[config.mk]
export PLATFORM = sky130hd
export DESIGN_NAME = branch_resolve_tracker
export DESIGN_NICKNAME = d
export VERILOG_FILES = /design/src/rtl/branch_pkg.sv /design/src/rtl/tracker_fifo.sv /design/src/rtl/branch_resolve_tracker.sv
export SDC_FILE = /design/constraint.sdc
export NUM_CORES = 1
export LEC_CHECK = 0
export BUFFER_PORTS_ARGS = -buffer_cell sky130_fd_sc_hd__buf_4
export CAP_MARGIN = 20
export CORE_MARGIN = 5
export CORE_UTILIZATION = 40
export CTS_BUF_LIST = sky130_fd_sc_hd__clkbuf_4 sky130_fd_sc_hd__clkbuf_8 sky130_fd_sc_hd__clkbuf_16
export DETAILED_ROUTE_END_ITERATION = 10
export PLACE_DENSITY = 0.66
export SLEW_MARGIN = 20
export SYNTH_ARGS = -nofsm -noshare
export SYNTH_HDL_FRONTEND = slang
export SYNTH_SLANG_ARGS = --single-unit
[constraint.sdc]
create_clock -name clk -period 2.5 [get_ports clk]
set_input_delay 0.375 -clock clk [delete_from_list [all_inputs] [get_ports clk]]
set_output_delay 0.375 -clock clk [all_outputs]
set_load 0.01 [all_outputs]
[src/rtl/branch_pkg.sv]
// ============================================================================
// Module : branch_pkg
// Brief  : Shared types and constants for the branch resolve tracker.
// Rev    : 1.0
// ============================================================================
`default_nettype none

package branch_pkg;

    localparam int TAG_W = 8;

    // Predictor counter encoding, shared with the 2-bit saturating predictor
    localparam logic [1:0] ST_SNT = 2'b00;
    localparam logic [1:0] ST_WNT = 2'b01;
    localparam logic [1:0] ST_WT  = 2'b10;
    localparam logic [1:0] ST_ST  = 2'b11;

    typedef struct packed {
        logic             pred;
        logic [TAG_W-1:0] tag;
    } br_entry_t;

endpackage

`default_nettype wire

[src/rtl/tracker_fifo.sv]
// ============================================================================
// Module : tracker_fifo
// Brief  : In-order queue of predicted branches with push/pop/clear and count.
// Rev    : 1.0
// ============================================================================
`default_nettype none

module tracker_fifo
    import branch_pkg::*;
#(
    parameter int DEPTH = 4
) (
    input  logic                       clk,
    input  logic                       rst_n,
    input  logic                       push_i,
    input  br_entry_t                  entry_i,
    input  logic                       pop_i,
    input  logic                       clear_i,
    output logic [$clog2(DEPTH+1)-1:0] count_o,
    output br_entry_t                  head_o
);

    localparam int AW = $clog2(DEPTH);
    localparam int CW = $clog2(DEPTH+1);

    br_entry_t         mem_q [DEPTH];
    logic [AW-1:0]     rd_q;
    logic [AW-1:0]     wr_q;
    logic [CW-1:0]     count_q;
    logic              w_full;
    logic              w_empty;
    logic              w_do_push;
    logic              w_do_pop;

    assign w_full    = (count_q == DEPTH[CW-1:0]);
    assign w_empty   = (count_q == '0);
    assign w_do_push = push_i & ~w_full;
    assign w_do_pop  = pop_i & ~w_empty;
    assign count_o   = count_q;
    assign head_o    = mem_q[rd_q];

    // Clear dominates; pointers return to 0 so the queue restarts cleanly
    always_ff @(posedge clk or negedge rst_n) begin
        if (!rst_n) begin
            rd_q    <= '0;
            wr_q    <= '0;
            count_q <= '0;
        end else if (clear_i) begin
            rd_q    <= '0;
            wr_q    <= '0;
            count_q <= '0;
        end else begin
            if (w_do_push) wr_q <= wr_q + AW'(1);
            if (w_do_pop)  rd_q <= rd_q + AW'(1);
            case ({w_do_push, w_do_pop})
                2'b10:   count_q <= count_q + CW'(1);
                2'b01:   count_q <= count_q - CW'(1);
                default: count_q <= count_q;
            endcase
        end
    end

    always_ff @(posedge clk) begin
        if (w_do_push && !clear_i) mem_q[wr_q] <= entry_i;
    end

endmodule

`default_nettype wire

[src/rtl/branch_resolve_tracker.sv]
// ============================================================================
// Module : branch_resolve_tracker
// Brief  : Requests predictions for fetched branches, queues them in order and
//          reports resolved outcomes / mispredict flushes back to the predictor.
// Rev    : 1.0
// ============================================================================
`default_nettype none

module branch_resolve_tracker
    import branch_pkg::*;
#(
    parameter int DEPTH = 4
) (
    input  logic             clk,
    input  logic             rst_n,
    input  logic             br_fetch_i,
    input  logic [TAG_W-1:0] br_tag_i,
    output logic             fetch_stall_o,
    input  logic             br_resolve_i,
    input  logic             br_taken_i,
    output logic             pred_enable_o,
    output logic             pred_request_o,
    input  logic             pred_in_i,
    output logic             pred_result_o,
    output logic             pred_taken_o,
    output logic             fetch_pred_o,
    output logic             fetch_pred_vld_o,
    output logic             mispredict_o,
    output logic [TAG_W-1:0] mispredict_tag_o,
    output logic             resolve_err_o
);

    localparam int CW = $clog2(DEPTH+1);
    localparam logic [CW:0] C_DEPTH = DEPTH[CW:0];

    logic [CW-1:0]    w_count;
    br_entry_t        w_head;
    br_entry_t        w_entry;
    logic [CW:0]      w_occ;
    logic             w_flush;
    logic             w_push;
    logic             w_pop;

    logic             cap_pending_q, cap_pending_d;
    logic [TAG_W-1:0] tag_q,         tag_d;
    logic             pred_result_q, pred_result_d;
    logic             pred_taken_q,  pred_taken_d;
    logic             mispredict_q,  mispredict_d;
    logic [TAG_W-1:0] mis_tag_q,     mis_tag_d;
    logic             res_err_q,     res_err_d;

    // The registered mispredict pulse doubles as the flush cycle
    assign w_flush = mispredict_q;
    assign w_occ   = {1'b0, w_count} + {{CW{1'b0}}, cap_pending_q};

    assign fetch_stall_o    = w_flush | (w_occ >= C_DEPTH);
    assign pred_request_o   = br_fetch_i & ~fetch_stall_o;
    assign pred_enable_o    = 1'b1;
    assign w_push           = cap_pending_q & ~w_flush;
    assign w_pop            = br_resolve_i & (w_count != '0);
    assign fetch_pred_o     = w_push & pred_in_i;
    assign fetch_pred_vld_o = w_push;
    assign w_entry          = '{pred: pred_in_i, tag: tag_q};

    always_comb begin
        cap_pending_d = pred_request_o;
        tag_d         = pred_request_o ? br_tag_i : tag_q;
        pred_result_d = w_pop;
        pred_taken_d  = w_pop & br_taken_i;
        mispredict_d  = w_pop & (w_head.pred != br_taken_i);
        mis_tag_d     = mispredict_d ? w_head.tag : '0;
        res_err_d     = br_resolve_i & (w_count == '0);
    end

    always_ff @(posedge clk or negedge rst_n) begin
        if (!rst_n) begin
            cap_pending_q <= 1'b0;
            tag_q         <= '0;
            pred_result_q <= 1'b0;
            pred_taken_q  <= 1'b0;
            mispredict_q  <= 1'b0;
            mis_tag_q     <= '0;
            res_err_q     <= 1'b0;
        end else begin
            cap_pending_q <= cap_pending_d;
            tag_q         <= tag_d;
            pred_result_q <= pred_result_d;
            pred_taken_q  <= pred_taken_d;
            mispredict_q  <= mispredict_d;
            mis_tag_q     <= mis_tag_d;
            res_err_q     <= res_err_d;
        end
    end

    assign pred_result_o    = pred_result_q;
    assign pred_taken_o     = pred_taken_q;
    assign mispredict_o     = mispredict_q;
    assign mispredict_tag_o = mis_tag_q;
    assign resolve_err_o    = res_err_q;

    tracker_fifo #(
        .DEPTH (DEPTH)
    ) u_fifo (
        .clk     (clk),
        .rst_n   (rst_n),
        .push_i  (w_push),
        .entry_i (w_entry),
        .pop_i   (w_pop),
        .clear_i (w_flush),
        .count_o (w_count),
        .head_o  (w_head)
    );

endmodule

`default_nettype wire

; Word level (Yosys, flattened, before mapping)
; Memory sizes are Yosys's and may differ from the RTL's.
; Index checks and enable logic that the tools add are counted.
[totals]
inputBits = 14
register_bits = 28
out_inout_bits = 17
mem_bits_rw = 36
memories = 1
[classes]
muxes = 9
n_eq_ne = 4
addsub = 5
n_bitwise = 14
n_reduce_logical = 7
order_cmp = 1
[mem_list]
columns = name, words, word_bits, read_ports, rd_clocked_by_memory_dff, write_ports, line
row1 = u_fifo.mem_q, 4, 9, 1, 0, 1, tracker_fifo.sv:26  ; br_entry_t mem_q [DEPTH];
[op_table]
columns = op, count
row1 = bitwise AND 1 bit, 9
row2 = 2-to-1 mux 2 bit, 4
row3 = 2-to-1 mux 8 bit, 1
row4 = one-hot mux 3 bit (2 select lines), 1
row5 = nonzero test 3 bit, 2
row6 = "adder 2 x 1 -> 2 bit, second input constant", 2
row7 = adder 3 x 1 -> 4 bit, 1
row8 = "greater-or-equal comparator 4 x 3 -> 1 bit, second input constant", 1
row9 = inverter 1 bit, 4
row10 = nonzero test 2 bit, 2
row11 = "adder 3 x 1 -> 3 bit, second input constant", 1
row12 = "equality test 3 bit, second input constant", 1
row13 = zero test 3 bit, 1
row14 = 2-to-1 mux 3 bit, 1
row15 = "subtractor 3 x 1 -> 3 bit, second input constant", 1
row16 = "equality test 2 x 1 -> 1 bit, second input constant", 1
row17 = "equality test 2 bit, second input constant", 1
row18 = 2-to-1 mux 1 bit, 2
row19 = logical AND 1 bit, 1
row20 = zero test 1 bit, 1
row21 = != test 1 bit, 1
row22 = OR 1 bit, 1

; Longest topological paths before layout
; Gate-level depths: netlist (run 1).
[depth]
depth_word = 6
depth_mapped = 9

; By module
; From an unflattened synthesis (run 1), not the netlist that was laid out.
[unflattened]
hier_cells = 164
hier_area_um2 = 2708.8
[by_module_without_submodules]
columns = module, instances, cells_each, area_each_um2, seq_area_each_um2
row1 = tracker_fifo, 1, 112, 1921.8, 1256.2
row2 = branch_resolve_tracker, 1, 52, 787.0, 525.5

; Worst setup path after synthesis (run 1)
; Ideal clock, no wire load.
[synth_path]
path_type = reg-to-reg
start = register mispredict_q, in the netlist mispredict_o
end = register u_fifo.count_q[2], in the netlist u_fifo.count_o[2]
arrival_time_ns = 1.786
setup_ns = 0.134
synth_period_minus_slack_ns = 1.920
required_ns = 2.366
path_stages_with_launch = 10
slack_ns = 0.580
cell_sequence = dfrtp_1 > nor2b_1 > clkbuf_2 > and2_4 > buf_6 > nor2_1 > fa_1 > a211oi_1 > o21a_1 > nor3_1
[synth_between]
elab_chain_len = 6
word_cells_on_any_way = 8
[synth_lines]
columns = item, line
row1 = start: declaration, branch_resolve_tracker.sv:48  ; logic mispredict_q, mispredict_d;
row2 = start signal: assignment, branch_resolve_tracker.sv:89  ; mispredict_q <= mispredict_d;
row3 = inverter 1 bit (*), branch_resolve_tracker.sv:59  ; assign w_push = cap_pending_q & ~w_flush;
row4 = bitwise AND 1 bit (*), branch_resolve_tracker.sv:59
row5 = net fetch_pred_vld_o, branch_resolve_tracker.sv:27  ; output logic fetch_pred_vld_o,
row6 = bitwise AND 1 bit (*), tracker_fifo.sv:37  ; assign w_do_push = push_i & ~w_full;
row7 = equality test 2 x 1 -> 1 bit or equality test 2 bit (tied branches), tracker_fifo.sv:55  ; case ({w_do_push, w_do_pop})
row8 = one-hot mux 3 bit (2 select lines), tracker_fifo.sv:55
row9 = 2-to-1 mux 3 bit, tracker_fifo.sv:48  ; end else if (clear_i) begin
row10 = end signal: assignment, tracker_fifo.sv:56  ; 2'b10: count_q <= count_q + CW'(1);
row11 = end signal: assignment, tracker_fifo.sv:57  ; 2'b01: count_q <= count_q - CW'(1);
row12 = end signal: assignment, tracker_fifo.sv:58  ; default: count_q <= count_q;
row13 = end: declaration, tracker_fifo.sv:29  ; logic [CW-1:0] count_q;
; Mark *: on every way through the listed nets, which the timed path passes. The rest lies on a longest branch.
; A chain may end at the register's enable or synchronous reset.

; Worst setup path after layout (run 1)
[layout_path]
start = register u_fifo.count_q[0], in the netlist u_fifo.count_o[0]
end = register u_fifo.count_q[2], in the netlist u_fifo.count_o[2]
[layout_between]
elab_chain_len = 6
word_cells_on_any_way = 15
[layout_lines]
columns = item, line
row1 = "nonzero test 3 bit, or another cell as far along", branch_resolve_tracker.sv:60  ; assign w_pop = br_resolve_i & (w_count != '0);
row2 = "bitwise AND 1 bit, or another cell as far along", branch_resolve_tracker.sv:60
row3 = bitwise AND 1 bit (on tied branches), "tracker_fifo.sv:38, tracker_fifo.sv:37"
row4 = equality test 2 x 1 -> 1 bit or equality test 2 bit (tied branches), tracker_fifo.sv:55
row5 = one-hot mux 3 bit (2 select lines), tracker_fifo.sv:55
row6 = 2-to-1 mux 3 bit, tracker_fifo.sv:48
; Parallel ways exist; a longest one is shown, timed or not.

==> results of run 1 <==
-- final cells by class --
| cell class | instances | area (um2) | area share |
|---|---|---|---|
| multi-input cells | 68 | 693.2 | 0.2254 |
| repair buffers | 35 | 265.3 | 0.08625 |
| inverters | 6 | 36.28 | 0.01180 |
| flip-flops and latches | 64 | 1782 | 0.5793 |
| clock buffers | 11 | 145.1 | 0.04719 |
| clock inverters | 5 | 57.56 | 0.01871 |
| well taps | 77 | 96.34 | 0.03133 |
-- routing by layer --
| layer | share of wire | vias up | global-route usage |
|---|---|---|---|
| li1 | - | 616 | - |
| met1 | 0.38 | 667 | 0.1338 |
| met2 | 0.55 | 50 | 0.2134 |
| met3 | 0.058 | 9 | 0.04925 |
| met4 | 0.016 | 0 | 0.05831 |
| met5 | 0 | - | 0 |
-- cells by family after synthesis --
kind of cell,share of synthesized area
other,0.001469
AOI/OAI and AO/OA,0.01863
DFF,0.6980
muxes,0.1245
xor gates and xnor gates,0.02108
buffers and inverters,0.03039
adders and majority gates,0.02745
and+or+nand+nor,0.07843
-- power by group through the flow --
| stage | Sequential, uW | Clock (uW) | Combinational [uW] |
|---|---|---|---|
| after floorplan | 1640 | 0 | 760 |
| after global placement | 1640 | 0 | 1080 |
| after detailed placement | 1680 | 0 | 1120 |
| after CTS | 1660 | 904 | 1120 |
| after global routing | 1700 | 947 | 1210 |
| final | 1660 | 882 | 1100 |
-- synth_stat cells, types with 2 or more instances --
cell      instances
and3_2            4
nor3_1            3
mux2_2            8
and3_1            8
buf_2             2
nand2_1           4
o31ai_1           2
xor2_1            2
mux4_2            9
dfrtp_1          28
nand2b_1          2
nor2b_1           2
clkbuf_1          2
nor2_1            4
edfxtp_1         36
ha_1              4
inv_1             5
and2_1            2
-- worst max-delay path, cell delays in order, from the launching register on --
cell	delay, ns
dfrtp_1	0.47
o31ai_1	0.51
nor2_1	0.14
fa_1	0.40
and4_1	0.18
nor3_1	0.25
nor3_1	0.09
-- state kept, by name, indices dropped and copies added (netlist names) --
register,count
cap_pending_q,1
mispredict_o,1
mispredict_tag_o,8
pred_result_o,1
pred_taken_o,1
resolve_err_o,1
tag_q,8
u_fifo.count_o,3
u_fifo.mem_q,36
u_fifo.rd_q,2
u_fifo.wr_q,2
-- path summary, 6_finish.rpt --
path	start	end	slack, ns	depth (start not counted)
max	u_fifo.count_o[0]$_DFFE_PN0P_	u_fifo.count_o[2]$_DFFE_PN0P_	0.34	6
min	pred_in_i	u_fifo.mem_q[2][8]$_DFFE_PP_	0.25	1
min reg2reg	tag_q[7]$_DFFE_PN0P_	u_fifo.mem_q[3][7]$_DFFE_PP_	0.52	0
min in group asynchronous	rst_n	tag_q[6]$_DFFE_PN0P_	0.51	2
max in group asynchronous	rst_n	cap_pending_q$_DFF_PN0_	1.70	2
max reg2reg	u_fifo.count_o[0]$_DFFE_PN0P_	u_fifo.count_o[2]$_DFFE_PN0P_	0.34	6
-- timing repair --
action,in CTS,in global routing
buffers inserted,0,0
hold buffers,1,0
endpoints found under the hold margin,28,0
setup endpoints to repair,0,0
-- metrics by stage --
step	hold WS [ns]	std cells	setup WS, ns
after floorplan	0.07941	145	0.5799
after detailed placement	0.3267	249	0.4215
final	0.2545	266	0.3353
after global routing	0.2391	266	0.1928
after CTS	0.2396	266	0.3654
after global placement	0.3191	249	0.6309
==> qor_table.md, run 1 <==
| Group | Metric | Value |
|---|---|---|
| drt | Total length of routed wires | 4558 um |
| finish | Net count reported at finish | 203 |
| worst setup path | Category of the critical setup timing path | reg2reg |
| drt | Iteration-0 DRC Markers | 121 |
| timing | Setup Total Neg Slack | 0 ns |
| power and ir drop | Combinational cell fraction of total power | 0.302 |
| yosys | Fraction of post-synthesis cell area in the top cell type by area | 0.4235 |
| timing | Post-route fraction of the period consumed by the critical path | 0.8659 |
| yosys | Leading post-synthesis cells by cell area | edfxtp_1, dfrtp_1, mux4_2 |
| yosys | Number of flops mapped to enable cells by yosys | 36 |
| yosys | Number of distinct library cells after synthesis | 36 |
| floorplan | Effective utilization at floorplan | 0.4066 |
| yosys | Primary flip-flop cell chosen by synthesis mapping | edfxtp_1 |
| global route | Number of antenna violations at the first check in global routing | 0 |
| yosys | Cell count after synthesis | 145 |
| power and ir drop | Overall power of the completed layout | 3641 uW |
| cts | Clock latency reported for the late side of the worst-skew pair | 0.34 ns |
| finish | Number of diodes | 0 |
| global route | Grt total ovfl | 0 |
| finish | Layout overhead on the synthesized area | 20.49% |
| yosys | FFs w/ async S/R, synth | 0.4375 |
| floorplan | Die outline height | 89.88 um |
| power and ir drop | Reg power frac | 0.456 |
| cts | Sink count of the clock tree | 64 |
| timing | Fin Clk Skew | 0.006758 ns |
| power and ir drop | Switching component of the power | 1086 uW |
| yosys | Warnings, synthesis | 0 |
| power and ir drop | Fraction of power spent switching nets | 0.2983 |
| run | Maximum capacitance violations | 0 |
| timing | Count of final setup violators | 0 |
| placement | HPWL Detailed | 3051 um |
| floorplan | Placeable core region | 0.006277 mm2 |
| yosys | Number of nets produced by synthesis | 164 |
| timing | Tightest slew margin relative to the limit | 0.6555 |
| timing | Maximum operating frequency | 461.9 MHz |
| finish | Final design utilization | 0.4899 |
| cts | Clk root buf | clkbuf_8 |
| worst setup path | Data required time at the worst endpoint | 2.71 ns |
| power and ir drop | Internal power | 2555 uW |
| yosys | Post-synthesis average cell area | 17.60 um2 |
| floorplan | Die ar. | 0.008078 mm2 |
| worst setup path | Worst setup EP type | register |
| floorplan | Die outline width | 89.88 um |
| finish | Post-route cell area | 0.003075 mm2 |
| power and ir drop | Maximum resistive drop on vdd | 0.4935 mV |
| cts | Number of gates given a new drive strength after cts | 0 |
| power and ir drop | Fraction of power consumed by the clock network | 0.242 |
| timing | Final Slew Violations | 0 |
| worst setup path | Worst endpoint data arrival time | 2.37 ns |
| timing | Final critical-path required period | 2.165 ns |
| placement | Placer Congestion | 0.7601 |
| drt | Vias | 1,342 |
| drt | Number of iterations in the first detailed-routing pass | 4 |
| cts | Total clock buffers created by CTS | 9 |
| drt | Post-detailed-route wirelength per cell | 17.14 um |
| floorplan | Total I/O pin count | 31 |
| finish | Commonest non-fill, non-tap cell in the layout | edfxtp_1 |
| worst setup path | Highest net fanout along the worst path | 7 |
| power and ir drop | Total power density per cell area | 1184 mW/mm2 |
| power and ir drop | Leakage power of the design | 0.001284 uW |
| cts | TritonCTS clock tree | done |
| cts | Register clock-pin slew on the reported worst setup and hold paths | 0.06 ns |
| timing | Number of failing hold endpoints at the final stage | 0 |
| global route | Pin count of the biggest net entering global routing | 29 |
| finish | Filler cells | 533 |
| global route | Wire length of the first global-routing pass | 7562 um |
| cts | Clock Path Buffers | 2 |
| placement | Port Buffers | 29 |
| yosys | Cell accounting for the most synthesized area | edfxtp_1 |
| drt | # DRC | 0 |
| cts | Level count of the clock H-tree | 3 |
| drt | Antenna Violating Nets Remaining | 0 |
| drt | Average vias per placed instance | 5.045 |
| hold path | Min-Delay Path Class | in2reg |
| yosys | Post-synth design cell area | 0.002552 mm2 |
| finish | Leading cell types in the layout, fill and taps excluded | edfxtp_1, buf_4, dfrtp_1 |
| global route | Overall track demand over capacity in global routing | 0.1245 |
| placement | Instance area at placement | 0.002863 mm2 |
| timing | Transition time at the pin with the least slew margin | 0.5124 ns |
| timing | RSZ-0062 raised after global routing | false |
| yosys | Sequential fraction of the synthesis area | 0.6980 |
| global route | Number of global-route vias before repair | 1,478 |
| floorplan | Number of cell rows | 29 |
| worst setup path | Critical Path Source Type | register |
| yosys | Post-synthesis register bit count | 64 |
| finish | Share of layout cells above drive strength 1 | 0.4074 |
| status | Result of the run | finished, final reports clean |
Power figures use the tool's default switching activity.
==> run 2, diff against run 1 <==
- CTS_BUF_LIST: sky130_fd_sc_hd__clkbuf_4 sky130_fd_sc_hd__clkbuf_8 sky130_fd_sc_hd__clkbuf_16 -> default
- PLACE_DENSITY: 0.66 -> 0.61
==> run 2 against run 1 <==
Total power is 2.0% higher. Clock skew is 0.0025 ns higher. Sequential power hardly changed. Maximum frequency is 1.5% higher. Final area is 0.37% higher. Highest routed layer unchanged. Global-route usage is 0.096 points lower. Register-to-register slack better by 0.07 ns.
==> qor_table.md, run 2 (synthesis results as in run 1) <==
| Group | Metric | Value |
|---|---|---|
| timing | Final critical-path required period | 2.133 ns |
| drt | Average vias per placed instance | 4.906 |
| finish | Number of diodes | 0 |
| worst setup path | Worst flop-to-flop path startpoint | u_fifo.count_o[0]$_DFFE_PN0P_ |
| placement | HPWL Detailed | 3007 um |
| cts | Number of gates given a new drive strength after cts | 0 |
| finish | Register with the most flip-flops | u_fifo.mem_q |
| finish | Final design utilization | 0.4917 |
| drt | Vias | 1,305 |
| finish | Leading cell types in the layout, fill and taps excluded | edfxtp_1, buf_4, dfrtp_1 |
| finish | Flip-flop count of the largest register, all copies and words added | 36 |
| status | Result of the run | finished, final reports clean |
| finish | Share of layout cells above drive strength 1 | 0.3915 |
| floorplan | Die ar. | 0.008078 mm2 |
| drt | Post-detailed-route wirelength per cell | 16.96 um |
| finish | Layout overhead on the synthesized area | 20.93% |
| finish | Filler cells | 522 |
| cts | Total clock buffers created by CTS | 9 |
| global route | Number of antenna violations at the first check in global routing | 0 |
| drt | Total length of routed wires | 4512 um |
| drt | Iteration-0 DRC Markers | 149 |
| floorplan | Die outline width | 89.88 um |
| cts | TritonCTS clock tree | done |
| hold path | Endpoint with the worst hold slack | u_fifo.mem_q[2][8]$_DFFE_PP_ |
| placement | Port Buffers | 29 |
| timing | RSZ-0062 raised after global routing | false |
| finish | Combined area of the multi-input logic cells | 693.2 um2 |
| timing | Maximum operating frequency | 468.8 MHz |
| cts | Clock latency reported for the late side of the worst-skew pair | 0.33 ns |
| global route | Pin count of the biggest net entering global routing | 29 |
| cts | Register clock-pin slew on the reported worst setup and hold paths | 0.07 ns |
| timing | Final Worst Setup Slack | 0.3668 ns |
| timing | Fin Clk Skew | 0.009303 ns |
| worst setup path | Register-to-register setup slack | 0.41 ns |
| worst setup path | Highest net fanout along the worst path | 12 |
| hold path | WHS Path Cells | 1 |
| finish | Post-route cell area | 0.003087 mm2 |
| timing | Final hold slack | 0.2593 ns |
| cts | Number of setup buffers added after CTS | 0 |
| timing | Setup Total Neg Slack | 0 ns |
| finish | Commonest non-fill, non-tap cell in the layout | edfxtp_1 |
| hold path | Min-Delay Path Class | in2reg |
| cts | Clk root buf | clkbuf_8 |
| floorplan | Effective utilization at floorplan | 0.4066 |
| worst setup path | Critical Path Source Type | register |
| finish | Combined flip-flop and latch cell area | 0.001782 mm2 |
| placement | Instance area at placement | 0.002863 mm2 |
| drt | Antenna Violating Nets Remaining | 0 |
| cts | Sink count of the clock tree | 64 |
| power and ir drop | Total power density per cell area | 1204 mW/mm2 |
| power and ir drop | Leakage power of the design | 0.001297 uW |
| global route | Wire length of the first global-routing pass | 7507 um |
| timing | Number of failing hold endpoints at the final stage | 0 |
| worst setup path | Data required time at the worst endpoint | 2.12 ns |
| cts | Level count of the clock H-tree | 3 |
| finish | Net count reported at finish | 203 |
| timing | Post-route fraction of the period consumed by the critical path | 0.8533 |
| cts | Clock Path Buffers | 2 |
| timing | Final Slew Violations | 0 |
| placement | Pre-CTS WS | 0.4307 ns |
| worst setup path | Category of the critical setup timing path | reg2out |
| power and ir drop | Maximum resistive drop on vdd | 0.5129 mV |
| run | Maximum capacitance violations | 0 |
| global route | Overall track demand over capacity in global routing | 0.1235 |
| hold path | Hold path start | pred_in_i |
| worst setup path | Worst endpoint data arrival time | 1.76 ns |
| worst setup path | Worst setup EP type | primary output |
| floorplan | Die outline height | 89.88 um |
| floorplan | Number of cell rows | 29 |
| worst setup path | Capturing point of the worst reg2reg path | u_fifo.count_o[2]$_DFFE_PN0P_ |
| floorplan | Total I/O pin count | 31 |
| global route | Number of global-route vias before repair | 1,487 |
| global route | Grt total ovfl | 0 |
| timing | Count of final setup violators | 0 |
| drt | # DRC | 0 |
| drt | Number of iterations in the first detailed-routing pass | 4 |
| worst setup path | Cell depth of the worst flop-to-flop path | 6 |
| floorplan | Placeable core region | 0.006277 mm2 |
| placement | Placer Congestion | 0.7246 |
run 2: layer usage:
layer	global-route usage	part of all wire	up-vias
li1	-	-	611
met1	0.1403	0.41	664
met2	0.2049	0.54	21
met3	0.03840	0.033	9
met4	0.07072	0.021	0
met5	0	0	-
run 2: how the worst max path moves through the flow:
stage                                        from                       endpoint  depth (start not counted)
floorplan                  mispredict_o$_DFF_PN0_  u_fifo.count_o[2]$_DFFE_PN0P_                          9
global placement    u_fifo.count_o[0]$_DFFE_PN0P_  u_fifo.count_o[2]$_DFFE_PN0P_                          6
detailed placement  u_fifo.count_o[0]$_DFFE_PN0P_  u_fifo.count_o[2]$_DFFE_PN0P_                          6
CTS                        mispredict_o$_DFF_PN0_                 pred_request_o                          4
global route               mispredict_o$_DFF_PN0_                 pred_request_o                          4
finish                     mispredict_o$_DFF_PN0_                 pred_request_o                          4
run 2: cell type report:
cell class | count | share of cell area
Timing Repair Buffer | 35 | 0.08593
Clock buffer | 12 | 0.04702
Sequential cell | 64 | 0.5772
Tap cell | 77 | 0.03121
Clock inverter | 4 | 0.02229
Inverter | 6 | 0.01176
Multi-Input combinational cell | 68 | 0.2246
run 2: critical path, cell delays in order, from the launching register on:
cell and delay [ns]:
dfrtp_1 0.51, a311oi_1 0.38, nand2_1 0.27, inv_1 0.13
buf_4 0.13
run 2: what timing repair did:
item                       in CTS  in global routing
hold endpoints to repair       28                  0
hold buffers                    1                  0
setup endpoints to repair       0                  0
run 2: where the power goes:
| part | internal, uW | leakage (uW) | switching [uW] | total, uW |
|---|---|---|---|---|
| registers | 1460 | 0.000682 | 193 | 1660 |
| clock network | 585 | 0.000108 | 370 | 954 |
| logic | 600 | 0.000507 | 506 | 1110 |
run 2: per-stage QoR:
stage | std cells | power, uW
2_1_floorplan | 145 | 2398
3_3_place_gp | 249 | 2738
3_5_place_dp | 249 | 2804
4_1_cts | 266 | 3761
5_1_grt | 266 | 3940
6_report | 266 | 3715
==> run 3, diff against run 2 <==
- MAX_ROUTING_LAYER: default -> met4
==> run 3 against run 2 <==
Die area is the same. Total power is 0.43% lower. Sequential share of layout area unchanged. Maximum frequency up 0.56%. Critical path depth unchanged. Critical path type unchanged. Critical endpoint unchanged.
==> qor_table.md, run 3 (synthesis results as in run 1) <==
| Group | Metric | Value |
|---|---|---|
| status | Result of the run | finished, final reports clean |
| global route | Wire length of the first global-routing pass | 7514 um |
| placement | HPWL Detailed | 3007 um |
| cts | TritonCTS clock tree | done |
| drt | Antenna Violating Nets Remaining | 0 |
| worst setup path | Data required time at the worst endpoint | 2.12 ns |
| floorplan | Placeable core region | 0.006277 mm2 |
| finish | Flip-flop count of the largest register, all copies and words added | 36 |
| global route | Number of global-route vias before repair | 1,486 |
| timing | Final hold slack | 0.2638 ns |
| finish | Net count reported at finish | 203 |
| global route | Overall track demand over capacity in global routing | 0.1270 |
| worst setup path | Register-to-register setup slack | 0.43 ns |
| placement | Placer Congestion | 0.7332 |
| floorplan | Die outline width | 89.88 um |
| cts | Clock Path Buffers | 2 |
| finish | Leading cell types in the layout, fill and taps excluded | edfxtp_1, buf_4, dfrtp_1 |
| global route | Grt total ovfl | 0 |
| drt | Post-detailed-route wirelength per cell | 16.70 um |
| worst setup path | Critical path's largest stage delay | 0.51 ns |
| timing | Count of final setup violators | 0 |
| drt | Average vias per placed instance | 4.955 |
| power and ir drop | Leakage power of the design | 0.001297 uW |
| worst setup path | Worst-path cell with the longest stage delay | dfrtp_1 |
| hold path | WHS Path Cells | 1 |
| worst setup path | Critical Path Source Type | register |
| floorplan | Number of cell rows | 29 |
| cts | Clock latency reported for the late side of the worst-skew pair | 0.33 ns |
| hold path | Endpoint with the worst hold slack | u_fifo.mem_q[1][8]$_DFFE_PP_ |
| drt | Iteration-0 DRC Markers | 150 |
| floorplan | Total I/O pin count | 31 |
| hold path | Hold path start | pred_in_i |
| finish | Filler cells | 522 |
| run | Maximum capacitance violations | 0 |
| timing | Number of failing hold endpoints at the final stage | 0 |
| timing | Setup Total Neg Slack | 0 ns |
| timing | Final Slew Violations | 0 |
| global route | Pin count of the biggest net entering global routing | 29 |
| floorplan | Die ar. | 0.008078 mm2 |
| drt | Total length of routed wires | 4442 um |
| drt | Vias | 1,318 |
| worst setup path | Cell depth of the worst flop-to-flop path | 6 |
| worst setup path | Capturing point of the worst reg2reg path | u_fifo.count_o[2]$_DFFE_PN0P_ |
| worst setup path | Top Family by Delay on Critical Path | flip-flops |
| worst setup path | Category of the critical setup timing path | reg2out |
| finish | Number of diodes | 0 |
| worst setup path | Highest net fanout along the worst path | 12 |
| placement | Port Buffers | 29 |
| floorplan | Effective utilization at floorplan | 0.4066 |
| floorplan | Die outline height | 89.88 um |
| hold path | Min-Delay Path Class | in2reg |
| drt | Number of iterations in the first detailed-routing pass | 5 |
| worst setup path | Buf+Inv Stages, Crit Path | 2 |
| cts | Sink count of the clock tree | 64 |
| cts | Register clock-pin slew on the reported worst setup and hold paths | 0.07 ns |
| cts | Level count of the clock H-tree | 3 |
| finish | Share of layout cells above drive strength 1 | 0.3915 |
| finish | Commonest non-fill, non-tap cell in the layout | edfxtp_1 |
| power and ir drop | Maximum resistive drop on vdd | 0.5076 mV |
| cts | Clk root buf | clkbuf_8 |
| cts | Total clock buffers created by CTS | 9 |
| global route | Number of antenna violations at the first check in global routing | 0 |
| timing | RSZ-0062 raised after global routing | false |
| drt | # DRC | 0 |
| finish | Register with the most flip-flops | u_fifo.mem_q |
| timing | Fin Clk Skew | 0.008993 ns |
| finish | Layout overhead on the synthesized area | 20.93% |
| timing | Final critical-path required period | 2.121 ns |
| timing | Post-route fraction of the period consumed by the critical path | 0.8485 |
| power and ir drop | Total power density per cell area | 1198 mW/mm2 |
| worst setup path | Cells along the critical path | a311oi_1 > nand2_1 > inv_1 > buf_4 |
| worst setup path | Worst endpoint data arrival time | 1.75 ns |
| worst setup path | Worst setup EP type | primary output |
| timing | Maximum operating frequency | 471.4 MHz |
| worst setup path | Worst flop-to-flop path startpoint | u_fifo.count_o[0]$_DFFE_PN0P_ |
==> run 3: stage by stage <==
step,area (um2),setup slack [ns],power [uW],std cells,util
2_1_floorplan,2552,0.5799,2398,145,-
6_report,3087,0.3787,3699,266,0.4917
4_1_cts,3087,0.3367,3761,266,0.4917
3_5_place_dp,2863,0.4307,2804,249,0.4560
5_1_grt,3087,0.2273,3940,266,0.4917
3_3_place_gp,2863,0.6096,2738,249,0.4560
==> run 3: metal layers <==
layer | up-vias | track usage | share of wire
li1 | 613 | - | -
met1 | 665 | 0.1408 | 0.40
met2 | 30 | 0.2049 | 0.54
met3 | 10 | 0.03756 | 0.043
met4 | 0 | 0.07072 | 0.020
met5 | - | - | 0
==> run 3: repair_timing <==
item,in CTS,in global routing
gates resized for setup,0,0
endpoints found under the hold margin,28,0
buffers inserted,0,0
hold buffers,1,0
==> run 3: cell type report <==
type	instances	area (um2)	area share
clock buffers	12	145.1	0.04702
clock inverters	4	68.82	0.02229
inverters	6	36.28	0.01176
multi-input cells	68	693.2	0.2246
flip-flops and latches	64	1782	0.5772
well taps	77	96.34	0.03121
repair buffers	35	265.3	0.08593
==> run 3: worst max path at each step <==
stage                                        startpoint                       endpoint  slack [ns]  cells after the start
after floorplan                  mispredict_o$_DFF_PN0_  u_fifo.count_o[2]$_DFFE_PN0P_        0.58                      9
after global placement    u_fifo.count_o[0]$_DFFE_PN0P_  u_fifo.count_o[2]$_DFFE_PN0P_        0.61                      6
after detailed placement  u_fifo.count_o[0]$_DFFE_PN0P_  u_fifo.count_o[2]$_DFFE_PN0P_        0.43                      6
after CTS                        mispredict_o$_DFF_PN0_                 pred_request_o        0.34                      4
after global routing             mispredict_o$_DFF_PN0_                 pred_request_o        0.23                      4
final                            mispredict_o$_DFF_PN0_                 pred_request_o        0.38                      4
==> run 3: report_power, final <==
part / internal (uW) / leakage [uW] / total [uW] / switching [uW]
logic: 599 / 0.000507 / 1100 / 500
registers: 1460 / 0.000682 / 1650 / 192
clock network: 585 / 0.000108 / 946 / 361
